[src/rtl/wisc_pkg.sv]
// Shared definitions for the WISC pipeline: opcode encodings and control-bus bit positions.
// Latency: n/a (package only).
// Backpressure: n/a (package only).
package wisc_pkg;

   // Width of the decoder control bus and the all-zero value used for pipeline bubbles
   localparam int                CTRL_W      = 9;
   localparam logic [CTRL_W-1:0] CTRL_BUBBLE = 9'b0;

   // Control-bus bit indices, MSB first: {MemRead,MemtoReg,MemWrite,ALUSrc,RegWrite,hlt,pcs,ALUOp,tophalf}
   localparam int CTRL_MEMREAD  = 8;
   localparam int CTRL_MEMTOREG = 7;
   localparam int CTRL_MEMWRITE = 6;
   localparam int CTRL_ALUSRC   = 5;
   localparam int CTRL_REGWRITE = 4;
   localparam int CTRL_HLT      = 3;
   localparam int CTRL_PCS      = 2;
   localparam int CTRL_ALUOP    = 1;
   localparam int CTRL_TOPHALF  = 0;

   // Opcode encodings (instruction[15:12])
   localparam logic [3:0] OPC_ADD    = 4'b0000;
   localparam logic [3:0] OPC_SUB    = 4'b0001;
   localparam logic [3:0] OPC_XOR    = 4'b0010;
   localparam logic [3:0] OPC_RED    = 4'b0011;
   localparam logic [3:0] OPC_SLL    = 4'b0100;
   localparam logic [3:0] OPC_SRA    = 4'b0101;
   localparam logic [3:0] OPC_ROR    = 4'b0110;
   localparam logic [3:0] OPC_PADDSB = 4'b0111;
   localparam logic [3:0] OPC_LW     = 4'b1000;
   localparam logic [3:0] OPC_SW     = 4'b1001;
   localparam logic [3:0] OPC_LLB    = 4'b1010;
   localparam logic [3:0] OPC_LHB    = 4'b1011;
   localparam logic [3:0] OPC_B      = 4'b1100;
   localparam logic [3:0] OPC_BR     = 4'b1101;
   localparam logic [3:0] OPC_PCS    = 4'b1110;
   localparam logic [3:0] OPC_HLT    = 4'b1111;

endpackage

[src/rtl/id_ex_stage_hazard.sv]
// Load-use hazard detector: which sources the ID instruction reads, and whether a load in EX feeds one.
// Latency: purely combinational.
// Backpressure: none; the result is consumed by the ID/EX register to decide stall vs capture.
// Ports: id_valid/id_opcode/id_rs/id_rt describe the ID instruction; ex_valid/ex_memread/ex_rd the EX one;
//        uses_rs/uses_rt/load_use are the decoded source usage and the hazard flag.
module hazard_detect
   import wisc_pkg::*;
#(
   parameter int RW = 4
) (
   input  logic          id_valid,
   input  logic [3:0]    id_opcode,
   input  logic [RW-1:0] id_rs,
   input  logic [RW-1:0] id_rt,
   input  logic          ex_valid,
   input  logic          ex_memread,
   input  logic [RW-1:0] ex_rd,
   output logic          uses_rs,
   output logic          uses_rt,
   output logic          load_use
);

   // Everything up to LHB reads rs (LLB/LHB read their destination through rs); BR reads its target from rs.
   assign uses_rs = (id_opcode <= OPC_LHB) || (id_opcode == OPC_BR);

   // The three-register ALU ops and PADDSB read rt; SW reads its store data through rt.
   assign uses_rt = (id_opcode <= OPC_RED) || (id_opcode == OPC_PADDSB) || (id_opcode == OPC_SW);

   // R0 is hard-wired, so a load targeting it can never feed a consumer.
   assign load_use = id_valid && ex_valid && ex_memread && (ex_rd != '0) &&
                     ((uses_rs && (ex_rd == id_rs)) || (uses_rt && (ex_rd == id_rt)));

endmodule

[src/rtl/id_ex_stage.sv]
// ID/EX pipeline register with load-use bubble insertion, branch flush, halt freeze and a stall counter.
// Latency: one cycle from id_* to ex_*; no combinational id_* -> ex_* path.
// Backpressure: stall_o (combinational) holds PC and IF/ID on a load-use hazard and forever once halted.
// Ports: clk/rst_n; id_* decoded instruction and operands in; flush_i squashes the ID instruction;
//        ex_* registered instruction out; stall_o, halted_o (sticky), stall_cnt_o (saturating load-use stalls).
module id_ex_stage
   import wisc_pkg::*;
#(
   parameter int DW    = 16,
   parameter int RW    = 4,
   parameter int CNT_W = 16
) (
   input  logic              clk,
   input  logic              rst_n,
   input  logic              id_valid,
   input  logic [3:0]        id_opcode,
   input  logic [CTRL_W-1:0] id_ctrl,
   input  logic [RW-1:0]     id_rs,
   input  logic [RW-1:0]     id_rt,
   input  logic [RW-1:0]     id_rd,
   input  logic [DW-1:0]     id_rs_data,
   input  logic [DW-1:0]     id_rt_data,
   input  logic [DW-1:0]     id_imm,
   input  logic [DW-1:0]     id_pc_plus2,
   input  logic              flush_i,
   output logic              ex_valid,
   output logic [3:0]        ex_opcode,
   output logic [CTRL_W-1:0] ex_ctrl,
   output logic [RW-1:0]     ex_rs,
   output logic [RW-1:0]     ex_rt,
   output logic [RW-1:0]     ex_rd,
   output logic [DW-1:0]     ex_rs_data,
   output logic [DW-1:0]     ex_rt_data,
   output logic [DW-1:0]     ex_imm,
   output logic [DW-1:0]     ex_pc_plus2,
   output logic              stall_o,
   output logic              halted_o,
   output logic [CNT_W-1:0]  stall_cnt_o
);

   logic             uses_rs;
   logic             uses_rt;
   logic             load_use;
   logic             halted_q;
   logic [CNT_W-1:0] stall_cnt_q;
   logic             insert_bubble;

   hazard_detect #(.RW(RW)) u_hazard (
      .id_valid   (id_valid),
      .id_opcode  (id_opcode),
      .id_rs      (id_rs),
      .id_rt      (id_rt),
      .ex_valid   (ex_valid),
      .ex_memread (ex_ctrl[CTRL_MEMREAD]),
      .ex_rd      (ex_rd),
      .uses_rs    (uses_rs),
      .uses_rt    (uses_rt),
      .load_use   (load_use)
   );

   // A flush already discards the ID instruction, so holding the front end for it would be wasted.
   assign stall_o       = halted_q || (load_use && !flush_i);
   assign insert_bubble = halted_q || flush_i || load_use;

   always_ff @(posedge clk or negedge rst_n) begin
      if (!rst_n) begin
         ex_valid    <= 1'b0;
         ex_opcode   <= '0;
         ex_ctrl     <= CTRL_BUBBLE;
         ex_rs       <= '0;
         ex_rt       <= '0;
         ex_rd       <= '0;
         ex_rs_data  <= '0;
         ex_rt_data  <= '0;
         ex_imm      <= '0;
         ex_pc_plus2 <= '0;
         halted_q    <= 1'b0;
         stall_cnt_q <= '0;
      end else begin
         // HLT completes its own EX cycle; the freeze takes effect from the following edge,
         // and a flush arriving alongside cannot undo it.
         if (ex_valid && ex_ctrl[CTRL_HLT])
            halted_q <= 1'b1;

         if (insert_bubble) begin
            ex_valid    <= 1'b0;
            ex_opcode   <= '0;
            ex_ctrl     <= CTRL_BUBBLE;
            ex_rs       <= '0;
            ex_rt       <= '0;
            ex_rd       <= '0;
            ex_rs_data  <= '0;
            ex_rt_data  <= '0;
            ex_imm      <= '0;
            ex_pc_plus2 <= '0;
         end else begin
            ex_valid    <= id_valid;
            ex_opcode   <= id_opcode;
            ex_ctrl     <= id_ctrl;
            ex_rs       <= id_rs;
            ex_rt       <= id_rt;
            ex_rd       <= id_rd;
            ex_rs_data  <= id_rs_data;
            ex_rt_data  <= id_rt_data;
            ex_imm      <= id_imm;
            ex_pc_plus2 <= id_pc_plus2;
         end

         // Only genuine load-use stalls are counted; halt and flush bubbles are not.
         if (!halted_q && !flush_i && load_use && (stall_cnt_q != '1))
            stall_cnt_q <= stall_cnt_q + {{(CNT_W-1){1'b0}}, 1'b1};
      end
   end

   assign halted_o    = halted_q;
   assign stall_cnt_o = stall_cnt_q;

endmodule

[config.mk]
export PLATFORM = sky130hd
export DESIGN_NAME = id_ex_stage
export DESIGN_NICKNAME = d
export VERILOG_FILES = /design/src/rtl/wisc_pkg.sv /design/src/rtl/id_ex_stage_hazard.sv /design/src/rtl/id_ex_stage.sv
export SDC_FILE = /design/constraint.sdc
export NUM_CORES = 1
export LEC_CHECK = 0
export ABC_AREA = 1
export CAP_MARGIN = 40
export CORE_UTILIZATION = 25
export DETAILED_ROUTE_END_ITERATION = 8
export REMOVE_ABC_BUFFERS = 1
export SYNTH_ARGS = -nofsm -noshare
export SYNTH_HDL_FRONTEND = slang
export SYNTH_SLANG_ARGS = --single-unit
[constraint.sdc]
create_clock -name clk -period 3.7 [get_ports clk]
set_input_delay 0.74 -clock clk [delete_from_list [all_inputs] [get_ports clk]]
set_output_delay 0.74 -clock clk [all_outputs]
set_load 0.03 [all_outputs]
=== Word level (Yosys, flattened, before mapping) ===
Index checks and enable logic that the tools add are counted.

* Add/sub/neg operators: 1
* Order comparisons: 2
* Equal/unequal tests: 6
* Multiplexer cells: 10
* Reduce and logical (&&, ||, !) cells: 21

{| class="wikitable"
|+ Operator list
! kind !! count
|-
| two-way mux 16 bit || 4
|-
| adder 16 x 1 -> 16 bit, second input constant || 1
|-
| two-way mux 4 bit || 4
|-
| != test 16 bit, second input constant || 1
|-
| logical AND 1 bit || 11
|-
| two-way mux 9 bit || 1
|-
| == test 4 bit || 2
|-
| == test 4 bit, second input constant || 2
|-
| logical OR 1 bit || 7
|-
| == test 4 x 3 -> 1 bit, second input constant || 1
|-
| less-or-equal comparator 4 x 2 -> 1 bit, second input constant || 1
|-
| less-or-equal comparator 4 bit, second input constant || 1
|-
| nonzero test 4 bit || 1
|-
| zero test 1 bit || 2
|-
| two-way mux 1 bit || 1
|}

* Register bits: 107
* Output and inout port bits: 108
* Logic and storage cells: 52

=== Logic depth before layout (Yosys ltp) ===
Gate-level depths: netlist (run 1).

* Depth in word-level cells: 8
* Mapped depth: 11
* Mapped depth without buffers: 10

=== By module ===
From an unflattened synthesis (run 1), not the netlist that was laid out.

* Cells, all modules: 495
* Area total of the unflattened synthesis: 4271.6 µm²

{| class="wikitable"
|+ By module, submodules not included
! module !! instances !! cells each !! area each (µm²) !! seq. area each (µm²)
|-
| id_ex_stage || 1 || 450 || 4071.4 || 2677.6
|-
| hazard_detect || 1 || 45 || 200.2 || 0.0
|}

=== Least setup slack after synthesis (run 1) ===
Ideal clock, no wire load.

* Path kind: input port to output port
* From: input port id_rs[3]
* To: output port stall_o
* Arrival: 1.959 ns
* Setup slack: 1.001 ns
* Cell stages on the path: 8
* Buffers on the path: 0
* Path through: inv_1 nand2_1 nand2_1 nor2_1 nand3_1 nand2_2 nand2_1 o21ai_0

* Word-level cells in the longest chain between the ends: 6

{| class="wikitable"
|+ RTL lines
! element !! line !! text
|-
| start, declared || id_ex_stage.sv:18 || <nowiki>input logic [RW-1:0] id_rs,</nowiki>
|-
| == test 4 bit || id_ex_stage_hazard.sv:31 || <nowiki>((uses_rs && (ex_rd == id_rs)) || (uses_rt && (ex_rd == id_rt)));</nowiki>
|-
| logical AND 1 bit || id_ex_stage_hazard.sv:31 ||
|-
| logical OR 1 bit || id_ex_stage_hazard.sv:31 ||
|-
| logical AND 1 bit || id_ex_stage_hazard.sv:30 || <nowiki>assign load_use = id_valid && ex_valid && ex_memread && (ex_rd != '0) &&</nowiki>
|-
| logical AND 1 bit || id_ex_stage.sv:62 || <nowiki>assign stall_o = halted_q || (load_use && !flush_i);</nowiki>
|-
| logical OR 1 bit || id_ex_stage.sv:62 ||
|-
| end, declared || id_ex_stage.sv:36 || <nowiki>output logic stall_o,</nowiki>
|}

Every way passes these cells.

=== Worst setup path after layout (run 1) ===
Ends and elaborated chain as after synthesis.

==> impl_metrics.env, run 1 <==
export IMPL_status="finished clean"
export IMPL_place_gp_congestion=0.866
export IMPL_cts_root_buf="clkbuf_16"
export IMPL_met1Wirelength_um=4280
export IMPL_total_power_w=0.00297
export IMPL_async_reset_ff_frac=1.00
export IMPL_setup_tns_ns=0
export IMPL_cp_start_kind="input pin"
export IMPL_dieArea_um2=17500
export IMPL_combinationalPowerShare=0.246
export IMPL_initial_core_util=0.257
export IMPL_clk_pin_slew_worst_paths_ns=0.08
export IMPL_antenna_cells=0
export IMPL_cts_hold_buf=0
export IMPL_fin_ws_ns=0.562
export IMPL_cap_viol_max_count=0
export IMPL_ys_seq_area_frac=0.629
export IMPL_ys_warn_count=0
export IMPL_dp_cells=869
export IMPL_reg2reg_slack_ns=1.86
export IMPL_drt_iter0_drc=94
export IMPL_die_h_um=132
export IMPL_relSlewSlack=0.569
export IMPL_cts_made_buffers=9
export IMPL_core_um2=16600
export IMPL_io_pins=201
export IMPL_setup_worst_path_end_class="output port"
export IMPL_grt_usage=0.133
export IMPL_rows=47
export IMPL_synth_seq_cells=107
export IMPL_fin_crit_sh=0.848
export IMPL_grt_overflow_total=0
export IMPL_avgSynthCellArea_um2=9.29
export IMPL_synthFlopType="dfrtp_1"
export IMPL_drtPass1Iterations=4
export IMPL_grt_pass1_vias=3576
export IMPL_drc_errors=0
export IMPL_antenna_found_initial=1
export IMPL_tightest_slew_ns=0.647
export IMPL_p_per_area_nw_per_um2=441
export IMPL_vias_per_cell=3.86
export IMPL_p_switching_w=0.000928
export IMPL_grt_max_degree=87
export IMPL_ys_types=23
export IMPL_critical_path_required_ns=2.96
export IMPL_wl_met2_um=5200
export IMPL_clk_latency_ns=0.35
export IMPL_die_width_um=132
export IMPL_cts_num_sinks=107
export IMPL_portBuffers=200
export IMPL_post_place_ws_ns=0.148
export IMPL_wl_met3_um=1170
export IMPL_setup_viol=0
export IMPL_finClkSkew_ns=0.0103
export IMPL_final_area_um2=6740
export IMPL_grt_pass1_wl_um=17900
export IMPL_hpwl_um=7870
export IMPL_drtAntennaViolNets=0
export IMPL_cts_tree="done"
export IMPL_synth_enable_flop_cells=0
export IMPL_syn_inst=458
export IMPL_power_leakage_nw=3.41
export IMPL_syn_to_final_growth_pct=58.3
export IMPL_maxUsedRoutingLayer="met5"
export IMPL_crit_type="in -> out"
export IMPL_p_seq_frac=0.439
export IMPL_path_max_fanout=3
export IMPL_finalNonFillerCells=885
export IMPL_clock_fmax_mhz=319
export IMPL_clkPwrFrac=0.315
export IMPL_min_path_type="in -> async"
export IMPL_internal_power_w=0.00205
export IMPL_drv_slew=0
export IMPL_cts_buffer_depth=2
export IMPL_cts_htree_levels=3
export IMPL_min_period_ns=3.14
export IMPL_arrival_ns=2.40
export IMPL_finalHoldViolCount=0
export IMPL_rsz0062_at_grt="no"
export IMPL_power_switching_share=0.312
export IMPL_ir_worst_vdd_v=0.000186
export IMPL_layout_drive_gt1_share=0.0541
export IMPL_fin_nets=754
export IMPL_drt_wl_total_um=10900
export IMPL_dpl_cell_area_um2=6450
export IMPL_wl_per_cell_um=12.3
export IMPL_synth_cell_area_um2=4260
export IMPL_via_count=3412
==> power groups by stage <==
stage          registers [W]  clock network (W)  logic (W)
6_report             0.00130           0.000937   0.000733
3_5_place_dp         0.00133                  0   0.000748
3_3_place_gp         0.00132                  0   0.000748
2_1_floorplan        0.00154                  0   0.000130
4_1_cts              0.00131           0.000987   0.000750
5_1_grt              0.00132            0.00103   0.000787
==> synth_stat cells, types with 2 or more instances <==
library cell	n	area, µm²
a21oi_1	2	10.0
buf_4	2	15.0
buf_6	10	113
dfrtp_1	107	2680
inv_1	97	364
inv_2	6	22.5
nand2_1	87	327
nand2_2	2	12.5
nand3_1	7	35.0
nand3_2	2	20.0
nand4_1	4	25.0
nor2_1	106	398
nor2_2	2	12.5
nor3_1	3	15.0
xnor2_1	7	61.3
xor2_1	7	61.3
==> flip-flops by register name, indices dropped and copies added (netlist names) <==
signal       flops
ex_pc_plus2     16
ex_ctrl          9
ex_valid         1
halted_o         1
ex_opcode        4
ex_imm          16
ex_rs            4
stall_cnt_o     16
ex_rt            4
ex_rt_data      16
ex_rs_data      16
ex_rd            4
==> per-stage QoR <==
stage	hold WS [ns]	utilization
2_1_floorplan	0.444	-
3_3_place_gp	0.502	0.389
3_5_place_dp	0.511	0.389
4_1_cts	0.418	0.406
5_1_grt	0.449	0.406
6_report	0.400	0.406
==> path summary, 6_finish.rpt <==
kind                              endpoint  startpoint  cells after the start
min in group clk                  halted_o    halted_o                      2
max in group asynchronous   ex_rt_data[15]       rst_n                      2
setup reg to reg           ex_pc_plus2[11]    ex_rd[2]                     10
hold / removal                ex_opcode[0]       rst_n                      1
setup / recovery                   stall_o    id_rs[3]                     10
hold reg to reg                   halted_o    halted_o                      2
==> cell usage in the layout, fill, tap and decap left out, types with 4 or more instances in the layout <==
| master | n |
|---|---|
| inv_1 | 97 |
| xnor2_1 | 7 |
| clkbuf_16 | 9 |
| nand2_1 | 87 |
| xor2_1 | 7 |
| clkdlybuf4s50_1 | 198 |
| nand4_1 | 4 |
| dfrtp_1 | 107 |
| nand3_1 | 7 |
| inv_2 | 6 |
| nor2_1 | 106 |
==> final cells by class <==
type | instances | area [µm²]
repair buffers | 203 | 2050
well taps | 220 | 275
clock buffers | 9 | 225
clock inverters | 7 | 60.1
fillers | 1682 | 9850
multi-input cells | 236 | 1060
flip-flops and latches | 107 | 2680
inverters | 103 | 387
==> metal layers <==
metal  GRT usage  up-vias
li1            -     1710
met1       0.145     1553
met2       0.221      131
met3      0.0609       16
met4      0.0568        2
met5           0        -
==> repair_timing <==
item                       in CTS  in global routing
gates resized for setup         0                  1
buffers inserted                0                  0
setup endpoints to repair       0                  1
==> worst max-delay path, stage by stage <==
cell and delay [ns]:
clkdlybuf4s50_1 0.48, inv_1 0.06, nand2_1 0.05, nand2_1 0.05, nor2_1 0.17, nand3_1 0.12, nand2_2 0.12, nand2_1 0.10
o21ai_0 0.18, dlymetal6s2s_1 0.32
==> cells by family (layout without fill, tap and decap cells) <==
group / after synthesis / count (layout) / synth area share
XOR/XNOR: 14 / 14 / 0.0288
adder cells (fa/ha/maj): 1 / 1 / 0.00294
AO/OA/AOI/OAI: 4 / 4 / 0.00647
buffers and inverters: 115 / 322 / 0.121
flip-flops: 107 / 107 / 0.629
AND/OR/NAND/NOR: 217 / 217 / 0.212
Note: power is estimated with default switching activity, not from simulation.
==> run 2, diff against run 1 <==
==> constraint.sdc (replaced) <==
create_clock -name clk -period 3 [get_ports clk]
set_input_delay 0.6 -clock clk [delete_from_list [all_inputs] [get_ports clk]]
set_output_delay 0.6 -clock clk [all_outputs]
set_load 0.03 [all_outputs]
==> run 2 against run 1 <==
Effect of this change: critical endpoint unchanged; final area is 0.71% higher; clock skew decreased by 0.0037 ns; critical path depth is the same; sequential power rose by 24%; register-to-register slack worse by 0.61 ns; routed wire length is 1.2% higher; die area stayed put.
==> impl_metrics.env, run 2 (same netlist as run 1, synthesis figures left out) <==
export IMPL_internal_power_w=0.00264
export IMPL_core_um2=16600
export IMPL_clock_fmax_mhz=357
export IMPL_min_path_type="in -> async"
export IMPL_via_count=3390
export IMPL_cts_buffer_depth=2
export IMPL_tightest_slew_ns=0.501
export IMPL_place_gp_congestion=0.884
export IMPL_finish_utilization=0.409
export IMPL_grt_overflow_total=0
export IMPL_cts_made_buffers=9
export IMPL_drv_slew=0
export IMPL_grt_max_degree=49
export IMPL_drt_wl_total_um=11000
export IMPL_ir_worst_vdd_v=0.000251
export IMPL_clkPwrFrac=0.337
export IMPL_combinationalPowerShare=0.241
export IMPL_clk_pin_slew_worst_paths_ns=0.07
export IMPL_io_pins=201
export IMPL_cts_htree_levels=3
export IMPL_crit_chain="clkdlybuf4s50_1 > inv_1 > nand2_1 > nand2_1 > nor2_1 > nand3_1 > nand2_2 > nand2_1 > o21ai_0 > buf_4"
export IMPL_finalHoldViolCount=0
export IMPL_setup_viol=0
export IMPL_post_cts_setup_buffers=0
export IMPL_p_seq_frac=0.422
export IMPL_crit_type="in -> out"
export IMPL_die_width_um=132
export IMPL_drtPass1Iterations=4
export IMPL_fin_crit_sh=0.933
export IMPL_critical_path_required_ns=2.40
export IMPL_grt_pass1_wl_um=17700
export IMPL_power_switching_share=0.306
export IMPL_drtAntennaViolNets=0
export IMPL_layout_drive_gt1_share=0.0571
export IMPL_clk_latency_ns=0.35
export IMPL_initial_core_util=0.257
export IMPL_relSlewSlack=0.666
export IMPL_portBuffers=200
export IMPL_drc_errors=0
export IMPL_wl_per_cell_um=12.4
export IMPL_antenna_found_initial=1
export IMPL_setup_worst_path_end_class="output port"
export IMPL_cts_hold_buf=0
export IMPL_rsz0062_at_grt="no"
export IMPL_fill_cells=1695
export IMPL_power_leakage_nw=3.44
export IMPL_grt_pass1_vias=3397
export IMPL_cts_num_sinks=107
export IMPL_path_delay_family="buffers and inverters"
export IMPL_path_max_fanout=3
export IMPL_syn_to_final_growth_pct=59.5
export IMPL_cap_viol_max_count=0
export IMPL_cts_tree="done"
export IMPL_dieArea_um2=17500
export IMPL_drt_iter0_drc=99
export IMPL_final_cell_mix="clkdlybuf4s50_1, dfrtp_1, nor2_1, inv_1, nand2_1"
export IMPL_cp_start_kind="input pin"
export IMPL_p_switching_w=0.00116
export IMPL_final_area_um2=6790
export IMPL_fin_nets=755
export IMPL_slowest_delay_ns=0.47
export IMPL_dpl_cell_area_um2=6470
export IMPL_die_h_um=132
export IMPL_crit_buf_inv=3
export IMPL_min_period_ns=2.80
export IMPL_status="finished clean"
export IMPL_rows=47
export IMPL_cts_root_buf="clkbuf_16"
export IMPL_p_per_area_nw_per_um2=561
export IMPL_finClkSkew_ns=0.00663
export IMPL_grt_usage=0.132
export IMPL_layout_commonest_cell="clkdlybuf4s50_1"
export IMPL_hpwl_um=8140
export IMPL_cts_resized=0
export IMPL_setup_tns_ns=0
export IMPL_vias_per_cell=3.83
export IMPL_total_power_w=0.00381
export IMPL_crit_path_frequent_cell="nand2_1"
export IMPL_antenna_cells=0
export IMPL_arrival_ns=2.20
export IMPL_slowest_stage="clkdlybuf4s50_1"
## run 2: through the flow
step	hold slack, ns	worst slack [ns]	cells
2_1_floorplan	0.304	0.581	446
3_3_place_gp	0.497	0.206	870
3_5_place_dp	0.495	0.178	870
4_1_cts	0.221	0.177	886
5_1_grt	0.228	0.0349	886
6_report	0.208	0.200	886
## run 2: area by class of cell
class	count	area, µm²	share of cell area
Clock buffer	10	239	0.0352
Clock inverter	6	78.8	0.0116
Inverter	103	387	0.0570
Multi-Input combinational cell	236	1060	0.157
Sequential cell	107	2680	0.395
Tap cell	220	275	0.0406
Timing Repair Buffer	204	2060	0.304
## run 2: final timing paths
kind	from	to	slack [ns]	depth (start not counted)
hold / removal	rst_n	ex_rt[1]	0.21	1
setup / recovery	id_rs[3]	stall_o	0.20	10
max in group asynchronous	rst_n	ex_imm[7]	2.06	2
hold reg to reg	halted_o	halted_o	0.51	2
setup reg to reg	ex_rd[3]	stall_cnt_o[3]	1.25	10
min in group clk	halted_o	halted_o	0.51	2
## run 2: layer usage
| metal | GRT usage | share of wire | vias to the layer above |
|---|---|---|---|
| met1 | 0.149 | 0.41 | 1540 |
| li1 | - | - | 1713 |
| met4 | 0.0441 | 0.011 | 2 |
| met2 | 0.213 | 0.47 | 124 |
| met5 | 0 | 0.0010 | - |
| met3 | 0.0682 | 0.11 | 11 |
## run 2: worst register-to-register path, delay by kind of cell, from the launching register on
| family | cells | cell delay [ns] |
|---|---|---|
| and+or+nand+nor | 9 | 1.20 |
| buffers and inverters | 1 | 0.08 |
| DFF | 1 | 0.42 |
## run 2: power groups by stage
stage | registers, W | logic [W] | clock network (W)
2_1_floorplan | 0.00190 | 0.000160 | 0
3_5_place_dp | 0.00164 | 0.000933 | 0
5_1_grt | 0.00162 | 0.000984 | 0.00139
3_3_place_gp | 0.00163 | 0.000932 | 0
6_report | 0.00161 | 0.000917 | 0.00128
4_1_cts | 0.00161 | 0.000937 | 0.00133
==> run 3, diff against run 2 <==
--- a/config.mk
+++ b/config.mk
@@ -8,6 +8,7 @@
 export ABC_AREA = 1
 export CAP_MARGIN = 40
 export CORE_UTILIZATION = 25
+export CTS_CLUSTER_DIAMETER = 30
 export DETAILED_ROUTE_END_ITERATION = 8
 export REMOVE_ABC_BUFFERS = 1
 export SYNTH_ARGS = -nofsm -noshare
==> results of run 3 <==
Final layout, timing and power as in run 2 (identical DEF).
